--- src/rtl/tomasulo_rs.sv ---
// Reservation station: holds issued ops, snoops the CDB, dispatches oldest ready entry to one FU.
// Ready/bypassed issue dispatches the next cycle; a dispatch held by fu_ready low stays locked.
module tomasulo_rs #(
  parameter int DATA_W  = 16,
  parameter int TAG_W   = 4,
  parameter int DEPTH   = 4,
  parameter int OP_W    = 2,
  parameter int RS_BASE = 0
) (
  input  logic                   clk1,
  input  logic                   rst_n,
  input  logic                   flush,
  input  logic                   issue_valid,
  output logic                   issue_ready,
  input  logic [OP_W-1:0]        issue_op,
  input  logic                   issue_j_pend,
  input  logic                   issue_k_pend,
  input  logic [DATA_W-1:0]      issue_vj,
  input  logic [DATA_W-1:0]      issue_vk,
  input  logic [TAG_W-1:0]       issue_qj,
  input  logic [TAG_W-1:0]       issue_qk,
  output logic [TAG_W-1:0]       issue_tag,
  input  logic                   cdb_valid,
  input  logic [TAG_W-1:0]       cdb_tag,
  input  logic [DATA_W-1:0]      cdb_data,
  output logic                   fu_valid,
  input  logic                   fu_ready,
  output logic [OP_W-1:0]        fu_op,
  output logic [DATA_W-1:0]      fu_a,
  output logic [DATA_W-1:0]      fu_b,
  output logic [TAG_W-1:0]       fu_tag,
  output logic [$clog2(DEPTH):0] count
);

  localparam int IDX_W = $clog2(DEPTH);
  localparam int CNT_W = IDX_W + 1;
  localparam logic [TAG_W-1:0] BASE_TAG = TAG_W'(RS_BASE);

  logic [DEPTH-1:0]  busy, j_pend, k_pend;
  logic [OP_W-1:0]   op_q [DEPTH];
  logic [DATA_W-1:0] vj_q [DEPTH];
  logic [DATA_W-1:0] vk_q [DEPTH];
  logic [TAG_W-1:0]  qj_q [DEPTH];
  logic [TAG_W-1:0]  qk_q [DEPTH];
  // Age = number of busy entries issued before this one; always 0..count-1 and unique.
  logic [IDX_W-1:0]  age  [DEPTH];
  logic              lock_vld;
  logic [IDX_W-1:0]  lock_idx;

  logic              free_vld, rdy_vld, sel_vld;
  logic [IDX_W-1:0]  free_idx, rdy_idx, sel_idx, best_age, disp_age, new_age;
  logic              do_issue, do_disp, byp_j, byp_k;

  always_comb begin
    free_vld = 1'b0;
    free_idx = '0;
    for (int i = DEPTH - 1; i >= 0; i--) begin
      if (!busy[i]) begin
        free_vld = 1'b1;
        free_idx = IDX_W'(i);
      end
    end
  end

  always_comb begin
    rdy_vld  = 1'b0;
    rdy_idx  = '0;
    best_age = '1;
    for (int i = 0; i < DEPTH; i++) begin
      if (busy[i] && !j_pend[i] && !k_pend[i] && (!rdy_vld || age[i] < best_age)) begin
        rdy_vld  = 1'b1;
        rdy_idx  = IDX_W'(i);
        best_age = age[i];
      end
    end
  end

  assign sel_vld     = lock_vld | rdy_vld;
  assign sel_idx     = lock_vld ? lock_idx : rdy_idx;
  assign fu_valid    = sel_vld && !flush;
  assign fu_op       = sel_vld ? op_q[sel_idx] : '0;
  assign fu_a        = sel_vld ? vj_q[sel_idx] : '0;
  assign fu_b        = sel_vld ? vk_q[sel_idx] : '0;
  assign fu_tag      = sel_vld ? BASE_TAG + TAG_W'(sel_idx) : '0;

  assign issue_ready = free_vld && !flush;
  assign issue_tag   = BASE_TAG + TAG_W'(free_idx);
  assign do_issue    = issue_valid && issue_ready;
  assign do_disp     = fu_valid && fu_ready;
  assign disp_age    = age[sel_idx];
  // Issue only happens when not full, so count fits in an age after a same-cycle dispatch.
  assign new_age     = IDX_W'(count - CNT_W'(do_disp));
  assign byp_j       = cdb_valid && issue_j_pend && (issue_qj == cdb_tag);
  assign byp_k       = cdb_valid && issue_k_pend && (issue_qk == cdb_tag);

  always_ff @(posedge clk1 or negedge rst_n) begin
    if (!rst_n) begin
      busy     <= '0;
      j_pend   <= '0;
      k_pend   <= '0;
      lock_vld <= 1'b0;
      lock_idx <= '0;
      count    <= '0;
      for (int i = 0; i < DEPTH; i++) begin
        op_q[i] <= '0;
        vj_q[i] <= '0;
        vk_q[i] <= '0;
        qj_q[i] <= '0;
        qk_q[i] <= '0;
        age[i]  <= '0;
      end
    end else if (flush) begin
      busy     <= '0;
      lock_vld <= 1'b0;
      count    <= '0;
    end else begin
      count <= count + CNT_W'(do_issue) - CNT_W'(do_disp);
      if (do_disp) begin
        lock_vld <= 1'b0;
      end else if (fu_valid) begin
        lock_vld <= 1'b1;
        lock_idx <= sel_idx;
      end
      for (int i = 0; i < DEPTH; i++) begin
        if (busy[i]) begin
          if (cdb_valid && j_pend[i] && (qj_q[i] == cdb_tag)) begin
            vj_q[i]   <= cdb_data;
            j_pend[i] <= 1'b0;
          end
          if (cdb_valid && k_pend[i] && (qk_q[i] == cdb_tag)) begin
            vk_q[i]   <= cdb_data;
            k_pend[i] <= 1'b0;
          end
          if (do_disp && (sel_idx == IDX_W'(i))) begin
            busy[i] <= 1'b0;
          end else if (do_disp && (age[i] > disp_age)) begin
            age[i] <= age[i] - IDX_W'(1);
          end
        end else if (do_issue && (free_idx == IDX_W'(i))) begin
          busy[i]   <= 1'b1;
          op_q[i]   <= issue_op;
          vj_q[i]   <= byp_j ? cdb_data : issue_vj;
          vk_q[i]   <= byp_k ? cdb_data : issue_vk;
          qj_q[i]   <= issue_qj;
          qk_q[i]   <= issue_qk;
          j_pend[i] <= issue_j_pend && !byp_j;
          k_pend[i] <= issue_k_pend && !byp_k;
          age[i]    <= new_age;
        end
      end
    end
  end

endmodule
--- config.mk ---
export PLATFORM = sky130hd
export DESIGN_NAME = tomasulo_rs
export DESIGN_NICKNAME = d
export VERILOG_FILES = /design/src/rtl/tomasulo_rs.sv
export SDC_FILE = /design/constraint.sdc
export NUM_CORES = 1
export LEC_CHECK = 0
export ABC_AREA = 1
export CAP_MARGIN = 20
export CORE_MARGIN = 3
export CORE_UTILIZATION = 58
export CTS_BUF_LIST = sky130_fd_sc_hd__clkbuf_4 sky130_fd_sc_hd__clkbuf_8 sky130_fd_sc_hd__clkbuf_16
export CTS_CLUSTER_SIZE = 8
export DETAILED_ROUTE_END_ITERATION = 16
export HOLD_SLACK_MARGIN = 0.05
export PLACE_DENSITY = 0.79
export REMOVE_ABC_BUFFERS = 1
export SYNTH_ARGS = -nofsm -noshare
export SYNTH_HDL_FRONTEND = slang
export SYNTH_SLANG_ARGS = --single-unit
--- constraint.sdc ---
create_clock -name clk1 -period 4.8 [get_ports clk1]
set_clock_uncertainty 0.15 [all_clocks]
set_input_delay 0.96 -clock clk1 [delete_from_list [all_inputs] [get_ports clk1]]
set_output_delay 0.96 -clock clk1 [all_outputs]
set_load 0.1 [all_outputs]
==> impl_metrics.py, run 1 <==
metrics = {
    "sta": {
        "finalCritPeriodShare": 1.04,
        "setup_violations": 34,
        "tns_ps": -4010,
        "rsz0062_at_grt": "yes",
        "period_needed_ps": 4970,
        "layout_setup_ws_ps": -175,
        "relSlewSlack": 0.341,
        "slew_violations": 0,
        "hold_violations": 0,
        "worstMarginPinSlew_ps": 987,
        "fmax_ghz": 0.201,
    },
    "detailed_routing": {
        "drt_iter0_markers": 1145,
        "ant_nets": 0,
        "met1_length_microns": 13600,
        "drcViolationCount": 0,
        "avgViaCountPerCell": 6.28,
        "wl_met2_microns": 16500,
        "wl_met3_microns": 3460,
        "dr.pass1.iters": 6,
        "top_layer": "met4",
        "routedWlPerCell_microns": 21.1,
        "finalWirelength_microns": 34900,
        "vias": 10400,
    },
    "critical_path": {
        "reg2reg_to": "age[1]$_DFFE_PN0P_",
        "rrSetupSlack_ps": 190,
        "required_ps": 3690,
        "endpoint_kind": "primary output",
        "path_class": "flop to primary output",
        "crit-reg2reg-launch": "j_pend[0]$_DFFE_PN0P_",
        "crit_fanout": 8,
        "cp.arrival_ps": 3860,
        "reg2reg_depth": 36,
        "crit_path_start_kind": "flop",
    },
    "clock_network": {
        "clkLatencyLatePin_ps": 450,
        "numCtsBuffers": 17,
        "path_clk_slew_ps": 70,
        "clock_path_buffers": 2,
        "htree_levels": 4,
        "cts_hold_buf": 0,
        "tritoncts": "yes",
        "clock-sinks": 194,
        "cts-root-buf": "clkbuf_16",
    },
    "global_routing": {
        "grt_max_degree": 113,
        "grt_pass1_vias": 10100,
        "grt_usage": 0.320,
        "grt_pass1_wl_microns": 54000,
        "gr-total-overflow": 0,
        "antenna_found_initial": 0,
    },
    "synth": {
        "async_reset_ff_frac": 1.00,
        "yosysWarnings": 0,
        "synthCells": 1232,
        "avgSynthCellArea_sq_um": 9.09,
        "ys.flop_type": "dfrtp_1",
        "synth-seq-cells": 194,
        "ys_seq_area_frac": 0.433,
        "synth-edff-count": 0,
        "yosysUniqueCellTypes": 57,
        "synth_area_sq_um": 11200,
    },
    "hold_path": {
        "min_path_type": "flop to flop",
        "min_from": "op_q[4]$_DFFE_PN0P_",
        "min_path_cells": 2,
        "min_to": "op_q[4]$_DFFE_PN0P_",
    },
    "die": {
        "die_w_microns": 145,
        "start_util": 0.595,
        "ios": 117,
        "dieHeight_microns": 145,
        "row_count": 50,
        "core_area_sq_um": 18800,
        "dieArea_sq_um": 21000,
    },
    "cells_and_area": {
        "drive_gt1_frac": 0.268,
        "nets": 1461,
        "ff_latch_area_sq_um": 4860,
        "n_antenna_cell": 0,
        "layout_common_cells": "nand2_1 (305), dfrtp_1 (189), o21ai_0 (155)",
        "fillers": 1214,
        "multi_input_area_sq_um": 5800,
        "stdcell_count": 1654,
        "final_common_cell": "nand2_1",
        "area_growth_pct": 27.2,
        "postLayoutCoreUtil": 0.756,
    },
    "power": {
        "ir_worst_vdd_mv": 0.292,
        "power_mw": 5.30,
        "power_density_nw_per_um2": 372,
        "power.leakage_nw": 6.22,
    },
    "flow_run": {
        "drv_cap": 0,
    },
    "placed_design": {
        "io_buffers": 112,
        "placed_cells": 1575,
        "hpwl_microns": 21500,
        "place_congestion": 0.883,
    },
    "outcome": {
        "status": "complete, but fails checks",
        "violations": "negative setup slack",
    },
}
-- worst max path at each step --
| stage | startpoint | endpoint | slack [ps] | depth (start not counted) |
|---|---|---|---|---|
| 2_1_floorplan | busy[0]$_DFF_PN0_ | count[2]$_DFF_PN0_ | -3230 | 14 |
| 3_3_place_gp | age[5]$_DFFE_PN0P_ | fu_a[15] | 160 | 26 |
| 3_5_place_dp | age[5]$_DFFE_PN0P_ | fu_b[4] | 60 | 27 |
| 4_1_cts | age[5]$_DFFE_PN0P_ | fu_b[11] | -60 | 25 |
| 5_1_grt | j_pend[0]$_DFFE_PN0P_ | fu_a[12] | -380 | 26 |
| 6_report | j_pend[0]$_DFFE_PN0P_ | fu_a[13] | -170 | 27 |
-- critical path: stages, from the launching register on --
cell	delay, ps
dfrtp_1	430
inv_2	120
nand3_4	90
inv_1	90
nand2_2	60
nand3_2	80
o22ai_2	70
ha_1	300
nand2_1	70
nand2_1	60
nand2_2	70
nand2_2	60
nand2_1	70
o21ai_1	60
ha_1	280
nand2_1	60
nand2_1	50
nand2_2	70
nand2_4	90
nand2_4	130
o21ai_4	70
nor2_4	140
buf_12	150
buf_12	120
buf_16	130
a22oi_2	80
a21oi_2	210
buf_12	210
-- report_power, final --
group | total [mW] | internal [mW] | switching, mW
Combinational | 1.64 | 0.687 | 0.952
Sequential | 2.24 | 1.97 | 0.268
Clock | 1.43 | 0.755 | 0.672
-- cells in the mapped netlist, types with 12 or more instances --
cell      instances  area [sq um]
nand3_1          32           160
dfrtp_1         194          4850
mux2_2           48           541
inv_1            58           218
xnor2_1          12           105
o21a_1           40           300
o211ai_1         43           323
a21oi_2          29           254
nor2_1           21          78.8
clkbuf_1         47           176
inv_2            14          52.6
mux2i_1          32           320
a22oi_2          59           738
a21oi_1          16          80.1
nand2_1         311          1170
o21ai_0         156           781
-- sequential cells by signal, indices dropped and copies added, names as in the netlist --
| signal | count |
|---|---|
| age | 8 |
| busy | 4 |
| count | 3 |
| j_pend | 4 |
| k_pend | 4 |
| lock_idx | 2 |
| lock_vld | 1 |
| op_q | 8 |
| qj_q | 16 |
| qk_q | 16 |
| vj_q | 64 |
| vk_q | 64 |
-- what timing repair did --
action,in CTS,in global routing
cloned,3,1
endpoints found under the setup margin,34,39
setup buffers,32,12
pin swaps,18,26
gates resized for setup,31,22
-- routing by layer --
| layer | up-vias | global-route usage |
|---|---|---|
| met5 | - | 0 |
| met4 | 0 | 0.129 |
| met3 | 122 | 0.0684 |
| met2 | 675 | 0.510 |
| met1 | 5017 | 0.429 |
| li1 | 4574 | - |
-- stage by stage --
step           cell area, sq um  setup WS [ps]  hold WS (ps)
2_1_floorplan             10800          -3230           296
3_3_place_gp              13000            155           318
3_5_place_dp              13000           64.3           321
4_1_cts                   14000          -62.7           344
5_1_grt                   14200           -379           371
6_report                  14200           -175           346
-- area by class of cell --
type | count | area share
Clock buffer | 20 | 0.0319
Clock inverter | 12 | 0.00870
Inverter | 75 | 0.0215
Multi-Input combinational cell | 890 | 0.407
Sequential cell | 194 | 0.341
Tap cell | 260 | 0.0228
Timing Repair Buffer | 202 | 0.166
Timing Repair inverter | 1 | 0.000615
-- logic make-up (layout without fill, tap and decap cells) --
kind of cell,after synthesis,after routing,share of synthesized area
AO/OA/AOI/OAI,381,381,0.250
XOR/XNOR,23,23,0.0180
adder cells (fa/ha/maj),10,10,0.0118
buffers and inverters,151,310,0.0623
flip-flops,194,194,0.433
multiplexers,80,80,0.0768
other,1,4,0.000335
AND/OR/NAND/NOR,392,392,0.148
(Power assumes the default switching activity.)
==> run 2, diff against run 1 <==
--- a/config.mk
+++ b/config.mk
@@ -5,7 +5,6 @@
 export SDC_FILE = /design/constraint.sdc
 export NUM_CORES = 1
 export LEC_CHECK = 0
-export ABC_AREA = 1
 export CAP_MARGIN = 20
 export CORE_MARGIN = 3
 export CORE_UTILIZATION = 58
==> run 2 against run 1 <==
The run still ends with negative setup slack left. Via count is 7.0% lower. Clock power hardly changed. Global-route usage is 1.3 points lower. Die area is 1.4% lower. Setup slack worse by 770 ps. Synthesized area is 1.5% lower. Flip-flop and latch count stayed put. Final cell count is 11% lower. Combinational power is 40% higher. Synthesized cell count is 12% lower. Critical endpoint is now fu_a[1]. Largest power group is now combinational logic.
==> impl_metrics.py, run 2 <==
metrics = {
    "detailed_routing": {
        "avgViaCountPerCell": 6.57,
        "drt_iter0_markers": 1331,
        "finalWirelength_microns": 34200,
        "drcViolationCount": 0,
        "dr.pass1.iters": 7,
        "routedWlPerCell_microns": 23.3,
        "vias": 9658,
        "ant_nets": 0,
    },
    "synth": {
        "yosysUniqueCellTypes": 74,
        "yosysWarnings": 0,
        "synthCells": 1087,
        "yosys-top-cells-area": "dfrtp_1 (44%), mux2i_1 (12%), mux4_2 (6.9%)",
        "netlist.top_cell.by_area": "dfrtp_1",
        "synth_top_area_share": 0.440,
        "synthTopCellsByCount": "dfrtp_1 (194), nand2_1 (179), o21ai_0 (144), mux2i_1 (131), clkbuf_1 (65)",
        "synth-seq-cells": 194,
        "ys.flop_type": "dfrtp_1",
        "async_reset_ff_frac": 1.00,
        "avgSynthCellArea_sq_um": 10.2,
        "ys_seq_area_frac": 0.440,
        "yosysMostFrequentCell": "dfrtp_1",
        "synth_area_sq_um": 11000,
        "synth-edff-count": 0,
    },
    "cells_and_area": {
        "nets": 1307,
        "fin_area_sq_um": 14300,
        "reg_top3": "vj_q x64, vk_q x64",
        "fillers": 1077,
        "final_common_cell": "dfrtp_1",
        "area_growth_pct": 29.8,
        "layout_common_cells": "dfrtp_1 (194), nand2_1 (178), o21ai_0 (142)",
        "drive_gt1_frac": 0.268,
    },
    "flow_run": {
        "drv_cap": 0,
    },
    "sta": {
        "relSlewSlack": 0.315,
        "rsz0062_at_grt": "yes",
        "worstMarginPinSlew_ps": 1030,
        "layout_setup_ws_ps": -948,
        "setup_violations": 44,
        "period_needed_ps": 5750,
        "fmax_ghz": 0.174,
        "hold_violations": 0,
        "finalCritPeriodShare": 1.20,
        "slew_violations": 0,
    },
    "global_routing": {
        "antenna_found_initial": 1,
        "grt_pass1_vias": 9229,
        "grt_pass1_wl_microns": 49500,
        "gr-total-overflow": 0,
        "grt_max_degree": 112,
        "grt_usage": 0.307,
    },
    "clock_network": {
        "numCtsBuffers": 17,
        "tritoncts": "yes",
        "clkLatencyLatePin_ps": 440,
        "clock_path_buffers": 2,
        "htree_levels": 4,
        "path_clk_slew_ps": 70,
        "clock-sinks": 194,
        "cts-root-buf": "clkbuf_16",
    },
    "power": {
        "power_mw": 5.96,
        "power_density_nw_per_um2": 416,
        "power.leakage_nw": 6.95,
        "ir_worst_vdd_mv": 0.300,
    },
    "die": {
        "die_w_microns": 144,
        "row_count": 49,
        "core_area_sq_um": 18300,
        "ios": 117,
        "dieArea_sq_um": 20700,
        "start_util": 0.602,
        "dieHeight_microns": 144,
    },
    "critical_path": {
        "critical-path-slowest-cell": "or4b_4",
        "slowest_delay_ps": 520,
        "cp_num_buf_inv": 2,
        "crit_path_start_kind": "flop",
        "crit_chain": "or3b_4, o22ai_4, ha_2, or4b_4, a211oi_4, nor2_2, mux2_4, ha_4, a2111o_1, a22oi_2, o211ai_1, and2_4, clkbuf_16, mux4_2, and2_4, buf_12",
        "endpoint_kind": "primary output",
        "cp.arrival_ps": 4640,
        "path_common_cell": "and2_4",
        "required_ps": 3690,
        "crit_fanout": 7,
        "cp_top_family": "simple AND/OR/NAND/NOR gates",
        "path_class": "flop to primary output",
    },
    "placed_design": {
        "hpwl_microns": 20800,
        "place_congestion": 0.921,
        "dpl_cell_area_sq_um": 13100,
        "io_buffers": 112,
    },
    "outcome": {
        "status": "complete, but fails checks",
        "violations": "negative setup slack",
    },
    "hold_path": {
        "min_path_type": "flop to flop",
    },
}
==> run 2: cell count changes in the layout (fill, tap and decap cells not counted), sizes merged, moves of 34 or more <==
cell,delta
mux4,+34
o21a,-39
mux2i,+99
a21oi,-39
a22oi,-67
nand2,-140
inv,-49
and2,+39
o211ai,-41
==> run 2: worst paths after layout <==
kind / end / cells past startpoint / slack, ps / start
setup / recovery: fu_a[1] / 16 / -950 / busy[0]$_DFF_PN0_
setup reg to reg: age[2]$_DFFE_PN0P_ / 23 / -760 / busy[0]$_DFF_PN0_
min in group asynchronous: vk_q[8]$_DFFE_PN0P_ / 1 / 460 / rst_n
hold reg to reg: op_q[2]$_DFFE_PN0P_ / 2 / 330 / op_q[2]$_DFFE_PN0P_
hold / removal: op_q[2]$_DFFE_PN0P_ / 2 / 330 / op_q[2]$_DFFE_PN0P_
max in group asynchronous: vj_q[19]$_DFFE_PN0P_ / 2 / 3030 / rst_n
==> run 2: per-stage QoR <==
| step | setup slack [ps] | hold slack [ps] | util | std cells | TNS, ps |
|---|---|---|---|---|---|
| after floorplan | -2070 | 290 | - | 999 | -88490 |
| after global placement | -351 | 303 | 0.712 | 1410 | -11470 |
| after detailed placement | -539 | 316 | 0.712 | 1410 | -18360 |
| after CTS | -838 | 332 | 0.758 | 1458 | -31430 |
| after global routing | -1050 | 349 | 0.782 | 1470 | -40540 |
| final | -948 | 330 | 0.782 | 1470 | -35810 |
==> run 2: cell families (layout without fill, tap and decap cells) <==
kind of cell	after synthesis	in the layout	share of synthesized area
AO/OA/AOI/OAI	215	215	0.120
XOR/XNOR	40	40	0.0317
adder cells (fa/ha/maj)	12	12	0.0138
buffers and inverters	116	266	0.0433
flip-flops	194	194	0.440
multiplexers	196	196	0.220
other	1	5	0.000340
AND/OR/NAND/NOR	313	313	0.131
==> run 2: worst min-delay path, stage by stage (launching register included) <==
cell,delay (ps)
dfrtp_1,350
nand2_1,50
nand2_1,60
==> run 2: timing repair <==
item                       in CTS  in global routing
gates cloned                    0                  5
pin swaps                      10                 17
buffers inserted               16                 12
hold buffers                    0                  0
gates resized for setup        49                 51
setup endpoints to repair      44                 45
==> run 2: final cells by class <==
type | count | area, sq um | share of cell area
well taps | 229 | 287 | 0.0200
flip-flops and latches | 194 | 4850 | 0.339
clock inverters | 12 | 126 | 0.00882
diodes | 1 | 2.50 | 0.000175
inverters | 25 | 111 | 0.00777
multi-input cells | 780 | 6080 | 0.424
repair buffers | 209 | 2420 | 0.169
clock buffers | 20 | 454 | 0.0317
==> run 2: metal layers <==
metal	part of all wire	track usage	up-vias
met5	0	0	-
met4	0.043	0.120	0
met3	0.091	0.0496	153
met2	0.49	0.492	645
met1	0.38	0.424	4742
li1	-	-	4118
==> run 2: report_power, final <==
part	switching (mW)	internal, mW
clock network	0.675	0.755
registers	0.245	1.99
logic	1.29	1.01
total	2.21	3.75
